==> src/rtl/bin2bcd_seq.sv <==
// ---------------------------------------------------------------------------
// bin2bcd_seq
//   Sequential binary-to-BCD converter. It uses iterative double-dabble and
//   consumes one operand bit per clock. The packed result feeds the per-digit
//   7-segment hex drivers, where bcd[4*i+3:4*i] drives digit i (digit 0 = LSD).
//   A start/done handshake controls conversions. The result stays stable from
//   one done pulse until the next.
//
// Parameters
//   IN_W     width of the binary operand (>= 4)
//   DIGITS   number of BCD digits produced (>= 1)
//
// Ports
//   clk       in   1          system clock, rising edge
//   rst_n     in   1          synchronous reset, active low
//   start     in   1          conversion request, taken only while busy == 0
//   bin       in   IN_W       operand, sampled on the edge that accepts start
//   busy      out  1          conversion in progress
//   done      out  1          one-cycle pulse when bcd/overflow/neg update
//   bcd       out  4*DIGITS   packed BCD result, held until the next done
//   overflow  out  1          value >= 10^DIGITS (bcd holds value mod 10^DIGITS)
//   neg       out  1          sign of the converted value, held with bcd
//
// Configuration
//   BIN2BCD_SIGNED_EN  When defined, bin is two's complement. The magnitude is
//                      converted and neg carries the sign. When not defined,
//                      bin is unsigned, neg is tied low and no negation logic
//                      is built.
// ---------------------------------------------------------------------------
module bin2bcd_seq #(
  parameter int IN_W   = 32,
  parameter int DIGITS = 8
) (
  input  logic                  clk,
  input  logic                  rst_n,
  input  logic                  start,
  input  logic [IN_W-1:0]       bin,
  output logic                  busy,
  output logic                  done,
  output logic [4*DIGITS-1:0]   bcd,
  output logic                  overflow,
  output logic                  neg
);

  localparam int              BCD_W      = 4 * DIGITS;
  localparam int              CW         = $clog2(IN_W) + 1;
  localparam logic [CW-1:0]   LAST_COUNT = CW'(IN_W - 1);

  typedef enum logic {
    IDLE  = 1'b0,
    SHIFT = 1'b1
  } state_t;

  state_t            state;
  state_t            state_next;

  logic [IN_W-1:0]   operand;
  logic [IN_W-1:0]   load_value;
  logic [BCD_W-1:0]  scratch;
  logic [BCD_W-1:0]  corrected;
  logic [BCD_W-1:0]  scratch_next;
  logic              sticky;
  logic              shift_out;
  logic [CW-1:0]     count;
  logic              accept;
  logic              last_step;

  assign accept    = (state == IDLE) && start;
  assign last_step = (state == SHIFT) && (count == LAST_COUNT);

  // State register.
  always_ff @(posedge clk) begin
    if (!rst_n) begin
      state <= IDLE;
    end else begin
      state <= state_next;
    end
  end

  // Next-state logic. SHIFT runs exactly IN_W cycles (count 0..IN_W-1).
  always_comb begin
    state_next = state;
    case (state)
      IDLE:    if (start) state_next = SHIFT;
      SHIFT:   if (count == LAST_COUNT) state_next = IDLE;
      default: state_next = IDLE;
    endcase
  end

  // Output decode. busy is a pure function of the registered state.
  always_comb begin
    busy = 1'b0;
    if (state == SHIFT) busy = 1'b1;
  end

  // Double-dabble correction. Each digit >= 5 gets +3 before the shift, so
  // the doubled digit carries correctly into the next digit. Each digit is
  // corrected independently, with no carry between digits.
  always_comb begin
    corrected = scratch;
    for (int i = 0; i < DIGITS; i++) begin
      if (scratch[4*i +: 4] >= 4'd5) begin
        corrected[4*i +: 4] = scratch[4*i +: 4] + 4'd3;
      end
    end
  end

  // A bit leaving the top digit means the value has passed 10^DIGITS.
  // The remaining digits still form value mod 10^DIGITS.
  assign shift_out    = corrected[BCD_W-1];
  assign scratch_next = {corrected[BCD_W-2:0], operand[IN_W-1]};

`ifdef BIN2BCD_SIGNED_EN
  // The magnitude is taken in IN_W bits. The most negative value maps to
  // 2^(IN_W-1), which is correct when read as unsigned.
  assign load_value = bin[IN_W-1] ? (~bin + {{(IN_W-1){1'b0}}, 1'b1}) : bin;
`else
  assign load_value = bin;
`endif

  // Conversion datapath and result registers. The result registers load only
  // on the final shift, so intermediate scratch values never appear on bcd.
  always_ff @(posedge clk) begin
    if (!rst_n) begin
      operand  <= '0;
      scratch  <= '0;
      sticky   <= 1'b0;
      count    <= '0;
      bcd      <= '0;
      overflow <= 1'b0;
      done     <= 1'b0;
    end else begin
      done <= 1'b0;
      if (accept) begin
        operand <= load_value;
        scratch <= '0;
        sticky  <= 1'b0;
        count   <= '0;
      end else if (state == SHIFT) begin
        operand <= {operand[IN_W-2:0], 1'b0};
        scratch <= scratch_next;
        sticky  <= sticky | shift_out;
        count   <= count + CW'(1);
        if (last_step) begin
          bcd      <= scratch_next;
          overflow <= sticky | shift_out;
          done     <= 1'b1;
        end
      end
    end
  end

`ifdef BIN2BCD_SIGNED_EN
  logic neg_pending;

  // The sign is captured at accept time and published together with the
  // result, so neg never changes ahead of bcd.
  always_ff @(posedge clk) begin
    if (!rst_n) begin
      neg_pending <= 1'b0;
      neg         <= 1'b0;
    end else begin
      if (accept) neg_pending <= bin[IN_W-1];
      if (last_step) neg <= neg_pending;
    end
  end
`else
  assign neg = 1'b0;
`endif

  // A done pulse always coincides with the return to idle.
  a_done_not_busy: assert property (@(posedge clk) disable iff (!rst_n) done |-> !busy);

  // Every published digit is a legal decimal digit.
  for (genvar g = 0; g < DIGITS; g++) begin : g_digit_chk
    a_digit_valid: assert property (@(posedge clk) disable iff (!rst_n) bcd[4*g +: 4] <= 4'd9);
  end

endmodule
==> config.mk <==
export PLATFORM = sky130hd
export DESIGN_NAME = bin2bcd_seq
export DESIGN_NICKNAME = d
export VERILOG_FILES = /design/src/rtl/bin2bcd_seq.sv
export SDC_FILE = /design/constraint.sdc
export NUM_CORES = 1
export LEC_CHECK = 0
export ABC_AREA = 0
export BUFFER_PORTS_ARGS = -buffer_cell sky130_fd_sc_hd__buf_2
export CELL_PAD_IN_SITES_DETAIL_PLACEMENT = 1
export CELL_PAD_IN_SITES_GLOBAL_PLACEMENT = 2
export CORE_MARGIN = 8
export CORE_UTILIZATION = 34
export DETAILED_ROUTE_END_ITERATION = 16
export HOLD_SLACK_MARGIN = 0.08
export PLACE_DENSITY = 0.76
export SLEW_MARGIN = 15
export SYNTH_ARGS = -nofsm -noshare
export SYNTH_HDL_FRONTEND = slang
export SYNTH_SLANG_ARGS = --single-unit
==> constraint.sdc <==
create_clock -name clk -period 1.8 [get_ports clk]
set_clock_uncertainty 0.15 [all_clocks]
set_input_delay 0.36 -clock clk [delete_from_list [all_inputs] [get_ports clk]]
set_output_delay 0.36 -clock clk [all_outputs]
set_load 0.03 [all_outputs]
==> impl_metrics.json, run 1 <==
{
  "utilization_pct": 42.4,
  "pwr-share-clk_pct": 38.7,
  "syn_area_per_cell_um2": 8.68,
  "use_met3_pct": 2.82,
  "async_flop_share_pct": 0,
  "cp.required_ps": 1890,
  "first_global_vias": 4236,
  "busiest_layer": "met2",
  "cp_top_family": "simple AND/OR/NAND/NOR gates",
  "report.final.slew_viol_count": 0,
  "grt_max_degree": 48,
  "max_freq_mhz": 578,
  "worstPathArrival_ps": 1830,
  "core.rowCount": 43,
  "hold_end": "operand[0]",
  "critPathBufInv": 2,
  "grt_pass1_wl_mm": 20.7,
  "die_x_um": 135,
  "critPathLaunchType": "flop",
  "hp-start": "bin[0]",
  "cts_tree": "built",
  "power_frac_seq_pct": 51.8,
  "dieArea_mm2": 0.0183,
  "use_met2_pct": 23.4,
  "final_hold_viol_count": 0,
  "power_density_mw_per_mm2": 801,
  "combPwrFrac_pct": 9.5,
  "wl_per_cell_um": 15.5,
  "grtUsageTotal_pct": 13.8,
  "diodes": 0,
  "p_sw_share_pct": 24.2,
  "path_class": "flop to flop",
  "hold_buffers": 0,
  "first_pass_iters": 4,
  "dr_total_vias": 4062,
  "reg2reg_from": "count[1]",
  "p_switching_mw": 1.14,
  "drive_gt1_share_pct": 22.1,
  "ant_nets": 0,
  "clkTransAtPathRegs_ps": 80,
  "cts_buffers": 9,
  "synth-simple-area-share_pct": 18.8,
  "clock_latency_ps": 350,
  "overflow": 0,
  "synthCells": 556,
  "vdd_ir_drop_max_uv": 392,
  "finalNonFillerCells": 810,
  "synth.area.mux_share_pct": 9.13,
  "synth_seq_cells": 106,
  "antenna_found_initial": 0,
  "gp_congestion": 0.739,
  "fin_crit_sh_pct": 96.2,
  "syn_area_mm2": 0.00482,
  "max-clock-path-buffers": 2,
  "setup_violations": 0,
  "power.leakage_nw": 2.43,
  "synth-seq-area-share_pct": 44.0,
  "ctsRootBufferMaster": "clkbuf_16",
  "first_iter_violations": 149,
  "status": "completed",
  "ys.flop_type": "dfxtp_1",
  "synthAdderAreaFrac_pct": 4.41,
  "start_util_pct": 34.8,
  "via_per_inst": 5.01,
  "use_met1_pct": 16.9,
  "layout.nets": 678,
  "numPortBuffers": 69,
  "p_int_mw": 3.58,
  "holdWs_ps": 192,
  "ys_types": 30,
  "slowest_delay_ps": 370,
  "crit_chain": "ha_4, nand4_4, nor3b_4, buf_4, buf_12, mux2i_1, nor2b_1",
  "cp-startpoint": "count[1]",
  "setup-tns-final_ps": 0,
  "hold_depth": 3,
  "synth-xor-area-share_pct": 2.18,
  "reg2reg_setup_slack_ps": 70,
  "synth_nets": 608,
  "post-route-drc-count": 0,
  "synthToLayoutAreaGrowth_pct": 22.1,
  "r2r_cells": 7,
  "crit_fanout": 14,
  "finalPower_mw": 4.72,
  "nFillCells": 1674,
  "worstHoldPathType": "primary input to flop",
  "synth_compound_area_share_pct": 16.5,
  "clkSinkCount": 106,
  "synth_edf_count": 0,
  "ys.warnings.count": 0,
  "die_y_um": 135,
  "crit_slowest_cell": "dfxtp_1",
  "synth_top_family_by_area": "simple AND/OR/NAND/NOR gates",
  "io_pins": 71,
  "drv_cap": 0,
  "dp_cells": 788,
  "place_hpwl_mm": 8.40,
  "period_needed_ps": 1730,
  "end_kind": "flop",
  "drt_wl_total_mm": 12.6,
  "core_mm2": 0.0139,
  "h-tree-depth": 3,
  "rr_endpoint": "bcd[0]"
}
==> cell usage in the layout (no fill, tap or decap), drive strengths merged <==
master and count:
ha 17, inv 19, xnor2 9, o21ai 58, clkinvlp 1, or3 1, a211oi 7, xor2 3
buf 95, nor2b 1, nand4 2, dfxtp 106, mux2i 35, and2 31, o211a 8, nand3 16
a31oi 1, conb 1, clkinv 2, nor2 22, bufbuf 1, nand2b 24, clkbuf 12, nor3b 10
mux2 8, a21oi 32, nand2 75, o22ai 33
==> power groups by stage <==
stage	Sequential [mW]	Combinational, mW	Clock [mW]
global placement	2.49	0.426	0
detailed placement	2.50	0.445	0
CTS	2.45	0.449	1.89
floorplan	2.49	0.299	0
finish	2.45	0.448	1.82
global route	2.45	0.507	1.98
==> worst register-to-register path, delay by kind of cell, from the launching register on <==
kind	cells	cell delay, ps
fa+ha+maj	1	160
buf+inv	2	310
flops	1	370
mux	1	210
simple gates	3	440
==> layout make-up <==
class	instances	area, um2	area share [%]
flip-flops and latches	106	2130	36.1
repair buffers	96	636	10.8
clock inverters	3	17.5	0.297
clock buffers	12	246	4.18
inverters	19	71.3	1.21
multi-input cells	394	2570	43.6
well taps	180	225	3.82
==> per-layer routing <==
layer	up-vias	share of wire (%)	wire length (um)
met5	-	0	0
met4	0	1.4	172
met1	1958	47	5930
met3	12	3.7	469
li1	2040	-	-
met2	52	48	6010
==> cells in the mapped netlist (17+ instances only) <==
| master | number | area (um2) |
|---|---|---|
| nand2b_1 | 24 | 150 |
| and2_1 | 31 | 194 |
| ha_1 | 17 | 213 |
| o21ai_0 | 57 | 285 |
| inv_1 | 19 | 71.3 |
| o22ai_1 | 33 | 206 |
| mux2i_1 | 35 | 350 |
| nand2_1 | 74 | 278 |
| dfxtp_1 | 106 | 2120 |
| clkbuf_1 | 22 | 82.6 |
| a21oi_1 | 32 | 160 |
| nor2_1 | 22 | 82.6 |
==> flip-flops by register name (all words and copies together) (netlist names) <==
name      count
operand      32
scratch      32
bcd          32
done          1
count         6
overflow      1
state         1
sticky        1
==> through the flow <==
stage / setup WS [ps] / cell area [um2]
floorplan: 105 / 4830
global placement: 38.5 / 5450
detailed placement: -41.4 / 5450
CTS: 12.2 / 5790
global route: -28.1 / 5890
finish: 69.1 / 5890
==> how the worst max path moves through the flow <==
stage,end,slack [ps],cells past startpoint
finish,bcd[0],70,7
global route,bcd[0],-30,7
CTS,bcd[0],10,7
detailed placement,bcd[5],-40,5
global placement,scratch[2],40,6
floorplan,bcd[10],110,6
==> cells by family (layout without fill, tap and decap cells) <==
group / after synthesis / after routing
other: 1 / 1
multiplexers: 43 / 43
flip-flops: 106 / 106
buffers and inverters: 56 / 130
AND/OR/NAND/NOR: 182 / 182
XOR/XNOR: 12 / 12
AO/OA/AOI/OAI: 139 / 139
adder cells (fa/ha/maj): 17 / 17
==> timing repair <==
| action | in CTS | in global routing |
|---|---|---|
| hold endpoints to repair | 0 | 0 |
| setup buffers | 2 | 4 |
| gates resized for setup | 6 | 18 |
| gates cloned | 1 | 0 |
| pin swaps | 2 | 7 |
| setup endpoints to repair | 23 | 34 |
Power figures use the tool's default switching activity.
==> run 2: changes to the inputs <==
- RECOVER_POWER: unset -> 50
==> impl_metrics.json, run 2 (synthesized netlist as in run 1, its figures left out) <==
{
  "cts_tree": "built",
  "layout.nets": 678,
  "clock_latency_ps": 350,
  "grt_max_degree": 48,
  "first_iter_violations": 141,
  "diodes": 0,
  "clkSinkCount": 106,
  "ant_nets": 0,
  "first_global_vias": 4236,
  "crit_fanout": 14,
  "power_density_mw_per_mm2": 808,
  "drv_cap": 0,
  "pre_cts_slack_ps": -41.4,
  "finalPower_mw": 4.71,
  "final_cell_mix": "dfxtp_1 (102), nand2_1 (74), o21ai_0 (56)",
  "status": "completed",
  "via_per_inst": 5.04,
  "dr_total_vias": 4080,
  "report.final.slew_viol_count": 0,
  "max_slew_margin_pct": 46.2,
  "fin_crit_sh_pct": 96.1,
  "numPortBuffers": 69,
  "period_needed_ps": 1730,
  "grt_pass1_wl_mm": 20.7,
  "wl_per_cell_um": 15.5,
  "core_mm2": 0.0139,
  "ctsRootBufferMaster": "clkbuf_16",
  "io_pins": 71,
  "max-clock-path-buffers": 2,
  "h-tree-depth": 3,
  "fin_ws_ps": 69.3,
  "end_kind": "flop",
  "dieArea_mm2": 0.0183,
  "vdd_ir_drop_max_uv": 392,
  "grtUsageTotal_pct": 13.8,
  "die_x_um": 135,
  "die_y_um": 135,
  "critPathLaunchType": "flop",
  "clkTransAtPathRegs_ps": 70,
  "tightest_slew_ps": 807,
  "worstPathArrival_ps": 1820,
  "cts_buffers": 9,
  "drt_wl_total_mm": 12.6,
  "synthToLayoutAreaGrowth_pct": 20.7,
  "setup_violations": 0,
  "nFillCells": 1702,
  "max_freq_mhz": 578,
  "overflow": 0,
  "post-route-drc-count": 0,
  "mostFrequentLayoutCell": "dfxtp_1",
  "drive_gt1_share_pct": 16.0,
  "place_hpwl_mm": 8.40,
  "worstHoldPathType": "primary input to flop",
  "antenna_found_initial": 0,
  "start_util_pct": 34.8,
  "reg_top3": "bcd x32, operand x32, scratch x32",
  "path_class": "flop to flop",
  "gp_congestion": 0.739,
  "cp.required_ps": 1890,
  "first_pass_iters": 4,
  "core.rowCount": 43,
  "final_hold_viol_count": 0,
  "power.leakage_nw": 2.26
}
-- run 2: cell count changes in the layout (fill, tap and decap cells not counted), moves of 2 or more --
cell      delta
clkbuf_1    +38
buf_2       -36
and2_1       -7
buf_4        -2
and2_0       +7
-- run 2: final timing paths --
kind	start	slack (ps)	to	cells after the start
setup / recovery	count[1]	70	bcd[0]	7
hold / removal	bin[0]	190	operand[0]	3
setup reg to reg	count[1]	70	bcd[0]	7
hold reg to reg	sticky	310	overflow	2
-- run 2: where the power goes --
part	switching (mW)	internal, mW
Sequential	0.0415	2.41
Combinational	0.245	0.197
Clock	0.854	0.966
-- run 2: per-layer routing --
layer | up-vias | part of all wire, % | GRT usage [%]
li1 | 2040 | - | -
met1 | 1974 | 47 | 16.9
met2 | 54 | 48 | 23.4
met3 | 12 | 3.5 | 2.82
met4 | 0 | 1.4 | 4.81
met5 | - | 0 | 0
-- run 2: area by class of cell --
| cell class | count | area (um2) | share of cell area [%] |
|---|---|---|---|
| multi-input cells | 394 | 2570 | 44.1 |
| flip-flops and latches | 106 | 2130 | 36.6 |
| repair buffers | 96 | 568 | 9.75 |
| clock buffers | 12 | 246 | 4.23 |
| well taps | 180 | 225 | 3.87 |
| inverters | 19 | 71.3 | 1.22 |
| clock inverters | 3 | 17.5 | 0.301 |
-- run 2: timing repair --
| action | in CTS | in global routing |
|---|---|---|
| buffers inserted | 2 | 4 |
| gates cloned | 1 | 0 |
| pin swaps | 2 | 7 |
| setup endpoints to repair | 23 | 34 |
| resized for setup | 6 | 18 |
| hold buffers | 0 | 0 |
-- run 2: critical path, stage by stage (launching register included) --
cell	delay [ps]
dfxtp_1	370
ha_4	160
nand4_4	100
nor3b_4	260
buf_4	170
buf_12	140
mux2i_1	210
nor2b_1	70
-- run 2: per-stage QoR --
step / setup TNS, ps / area, um2 / cells / hold slack (ps) / utilization, %
floorplan: 0 / 4830 / 556 / 290 / -
global placement: 0 / 5450 / 788 / 302 / 39.3
detailed placement: -256 / 5450 / 788 / 313 / 39.3
CTS: 0 / 5790 / 806 / 180 / 41.7
global route: -72.4 / 5820 / 810 / 214 / 42.0
finish: 0 / 5820 / 810 / 193 / 42.0
